===== src/rtl/dec_scan_pkg.sv =====
// Shared definitions for the scanning one-hot decoder: mode encodings and
// parameter helpers used by dec_scan and dec_onehot.
package dec_scan_pkg;

    localparam logic MODE_DECODE = 1'b0;
    localparam logic MODE_SCAN   = 1'b1;

    function automatic bit dec_params_ok(input int n, input int dwell);
        return (n >= 1) && (dwell >= 1);
    endfunction

    // A DWELL of 1 still needs a one-bit counter so the compare stays well formed.
    function automatic int dwell_cnt_width(input int dwell);
        return (dwell > 1) ? $clog2(dwell) : 1;
    endfunction

endpackage


===== src/rtl/dec_onehot.sv =====
// Combinational N-to-2^N one-hot decoder, MSB-first: code k drives y[2^N-1-k].
module dec_onehot
    import dec_scan_pkg::*;
#(
    parameter int N = 3
) (
    input  logic [N-1:0]        sel,
    output logic [(1<<N)-1:0]   y
);

    localparam int W = 1 << N;

    always_comb begin
        y = '0;
        for (int k = 0; k < W; k++) begin
            y[W-1-k] = (sel == N'(k));
        end
    end

endmodule


===== src/rtl/dec_scan.sv =====
// Registered one-hot decoder with an auto-scan mode that steps through all
// codes from a loaded start value, holding each for DWELL enabled cycles.
module dec_scan
    import dec_scan_pkg::*;
#(
    parameter int N     = 3,
    parameter int DWELL = 4
) (
    input  logic                clk,
    input  logic                rst_n,
    input  logic                en,
    input  logic                mode,
    input  logic                load,
    input  logic [N-1:0]        data_in,
    output logic [(1<<N)-1:0]   y,
    output logic [N-1:0]        code,
    output logic                wrap
);

    localparam int W  = 1 << N;
    localparam int CW = dwell_cnt_width(DWELL);

    if (!dec_params_ok(N, DWELL)) begin : g_param_check
        $error("dec_scan: illegal parameters N=%0d DWELL=%0d", N, DWELL);
    end

    logic [CW-1:0]  cnt;
    logic [CW-1:0]  cnt_nxt;
    logic [N-1:0]   code_nxt;
    logic           wrap_nxt;
    logic [W-1:0]   dec_y;
    logic [W-1:0]   y_nxt;

    dec_onehot #(.N(N)) u_onehot (
        .sel (code_nxt),
        .y   (dec_y)
    );

    // Load always wins over dwell expiry; every path except a counting SCAN
    // cycle returns the counter to zero.
    always_comb begin
        code_nxt = code;
        cnt_nxt  = '0;
        wrap_nxt = 1'b0;
        if (!en) begin
            if (load) code_nxt = data_in;
        end else if (mode == MODE_DECODE) begin
            code_nxt = data_in;
        end else if (load) begin
            code_nxt = data_in;
        end else if (cnt == CW'(DWELL - 1)) begin
            code_nxt = code + N'(1);
            wrap_nxt = (code == {N{1'b1}});
        end else begin
            cnt_nxt = cnt + CW'(1);
        end
        y_nxt = en ? dec_y : '0;
    end

    always_ff @(posedge clk or negedge rst_n) begin
        if (!rst_n) begin
            code <= '0;
            cnt  <= '0;
            wrap <= 1'b0;
            y    <= '0;
        end else begin
            code <= code_nxt;
            cnt  <= cnt_nxt;
            wrap <= wrap_nxt;
            y    <= y_nxt;
        end
    end

endmodule


===== config.mk =====
export PLATFORM = sky130hd
export DESIGN_NAME = dec_scan
export DESIGN_NICKNAME = d
export VERILOG_FILES = /design/src/rtl/dec_scan_pkg.sv /design/src/rtl/dec_onehot.sv /design/src/rtl/dec_scan.sv
export SDC_FILE = /design/constraint.sdc
export NUM_CORES = 1
export LEC_CHECK = 0
export ABC_AREA = 1
export CORE_MARGIN = 3
export CORE_UTILIZATION = 40
export DETAILED_ROUTE_END_ITERATION = 8
export PLACE_DENSITY_LB_ADDON = 0.3
export SYNTH_ARGS = -nofsm -noshare
export SYNTH_HDL_FRONTEND = slang
export SYNTH_SLANG_ARGS = --single-unit

===== constraint.sdc =====
create_clock -name clk -period 2.1 [get_ports clk]
set_clock_uncertainty 0.2 [all_clocks]
set_input_delay 0.21 -clock clk [delete_from_list [all_inputs] [get_ports clk]]
set_output_delay 0.21 -clock clk [all_outputs]
set_load 0.02 [all_outputs]

==> qor.yml <==
synth:
  postSynthAreaPerCell_sq_um: 8.74
  yosys-top-cells-area: "dfrtp_1, nand2_1, nor2_1"
  syn_nets: 88
  yosysWarnings: 0
  synth_top_area_share_pct: 52.7
  ys_seq_elements: 14
  synth_top_cell_by_area: "dfrtp_1"
  synth_cell_types: 16
  synth.cell_area_sq_um: 664
  syn_inst: 76
  synth-seq-area-share_pct: 52.7
setup_path:
  worst_ep_arrival_time_ns: 1.72
  worstSetupPathType: "reg2reg"
  crit_required_ns: 2.09
  worstPathMaxFanout: 5
  reg2regPathDepth: 6
  cp-start-kind: "register"
  critPathCaptureType: "register"
die:
  die_w_um: 46.8
  initial_core_util_pct: 43.1
  ios: 20
  core_area_sq_um: 1540
  die-area_sq_um: 2190
  die_y_um: 46.8
  row_count: 14
route:
  num_vias: 548
  vias_per_cell: 4.81
  wl_per_cell_um: 11.0
  route.detailed.drc: 0
  drt_first_pass_iters: 4
  drtIter0Drc: 13
  routed_wirelength_um: 1260
  final_antenna_net_count: 0
timing:
  tightest_slew_ns: 0.592
  maxSlewViolCount: 0
  rsz0062_at_grt: "no"
  fin_crit_ns: 1.73
  setup_viol: 0
  finalHoldViolCount: 0
  fin_setup_tns_ns: 0
  fmax_mhz: 578
  relSlewSlack_pct: 60.4
  post-route-period-util_pct: 82.4
  setup_ws_ns: 0.370
cells_and_area:
  layout_commonest_cell: "clkdlybuf4s50_1"
  fin_nets: 112
  regArea_sq_um: 350
  drive_above_1_share_pct: 11.2
  num-fill-cells: 154
  syn_to_final_growth_pct: 35.0
  final_cell_mix: "clkdlybuf4s50_1, nand2_1, nor2_1, dfrtp_1, inv_1"
  multiInputGateArea_sq_um: 273
  antennaDiodeCount: 0
global_route:
  busiest_layer: "met2"
  grt_pass1_wl_um: 2100
  met3_usage_pct: 2.68
  grtUsageMet1_pct: 19.3
  grt-ovfl-total: 0
  grt_pass1_vias: 505
  antenna_found_initial: 0
  track_usage_pct: 13.9
  grt_max_degree: 15
  met2_usage_pct: 20.9
power_and_ir_drop:
  internal_power_mw: 0.408
  cellPowerDensity_nw_per_um2: 628
  irDropWorstVdd_mv: 0.277
  leakage_nw: 0.443
  pwr-share-comb_pct: 23.4
  pwr-share-clk_pct: 24.3
  switchingPower_mw: 0.156
  pwr-share-seq_pct: 52.2
  p_sw_share_pct: 27.6
clocking:
  cts_tree: "built"
  cts_hold_buf: 0
  cts_sinks: 14
  insertion_delay_ns: 0.26
  cts_buffers: 3
  post-cts-setup-buffers: 0
  clockRootBuffer: "clkbuf_4"
  cts.path.max_buffers: 2
  cts-htree-levels: 1
  cts_resized: 0
  path_clk_slew_ns: 0.07
job:
  maxCapViolCount: 0
placement:
  post-place-ws_ns: 0.187
  gp_congestion: 0.908
  port_buffers: 19
  place_hpwl_um: 1030
worst_hold_path:
  hold_class: "in2async"
status:
  status: "complete, no violations"
sequential cells by signal (all words and copies together), names as in the netlist:
signal / flops
wrap: 1
code: 3
cnt: 2
y: 8
layout make-up:
cell class / count / share of cell area, %
repair buffers: 19 / 21.2
multi-input cells: 51 / 30.4
clock buffers: 3 / 2.51
flip-flops and latches: 14 / 39.1
well taps: 16 / 2.23
inverters: 11 / 4.60
through the flow:
stage	total power, mW	util (%)	cell area, sq um	cells	hold WS, ns
finish	0.564	58.2	897	114	0.120
global route	0.602	58.2	897	114	0.165
global placement	0.430	56.7	875	111	0.251
floorplan	0.367	-	664	76	-0.286
CTS	0.570	58.2	897	114	0.130
detailed placement	0.432	56.7	875	111	0.273
path summary, 6_finish.rpt:
path                       startpoint       to  slack [ns]
max in group asynchronous       rst_n     y[0]        1.20
setup reg to reg              code[0]     y[1]        0.37
hold / removal                  rst_n  code[2]        0.12
hold reg to reg                cnt[0]   cnt[0]        0.28
setup / recovery              code[0]     y[1]        0.37
min in group clk               cnt[0]   cnt[0]        0.28
power groups by stage:
| stage | Sequential [mW] | Clock (mW) | Combinational [mW] |
|---|---|---|---|
| finish | 0.294 | 0.137 | 0.132 |
| global route | 0.296 | 0.157 | 0.148 |
| CTS | 0.294 | 0.142 | 0.133 |
| detailed placement | 0.300 | 0 | 0.132 |
| global placement | 0.299 | 0 | 0.130 |
| floorplan | 0.317 | 0 | 0.0503 |
worst max-delay path: stages, from the launching register on:
cell and delay (ns):
dfrtp_1 0.42, ha_1 0.21, ha_1 0.26, nor2_1 0.05, o21ai_2 0.25, nand2_2 0.13
nor2_1 0.14
synthesized netlist by cell type:
master / count
o21ai_2: 1
inv_2: 1
inv_1: 10
dfrtp_1: 14
nand2_1: 16
a21oi_2: 2
o21ai_0: 3
nand3_2: 1
a21oi_1: 2
nor2_2: 1
o21ai_1: 2
ha_1: 4
mux2i_1: 1
nand3_1: 2
nand2_2: 2
nor2_1: 14
kinds of logic after synthesis:
family	Yosys count	share of synthesized area (%)
buffers and inverters	11	6.21
DFF	14	52.7
adders and majority gates	4	7.53
AOI/OAI and AO/OA	10	9.23
muxes	1	1.51
and+or+nand+nor	36	22.8
per-layer routing:
metal / part of all wire (%) / wire length [um] / up-vias
li1: - / - / 281
met1: 44 / 555 / 247
met2: 49 / 615 / 20
met3: 7.0 / 88 / 0
met4: 0 / 0 / 0
met5: 0 / 0 / -
Note: power is estimated with default switching activity, not from simulation.
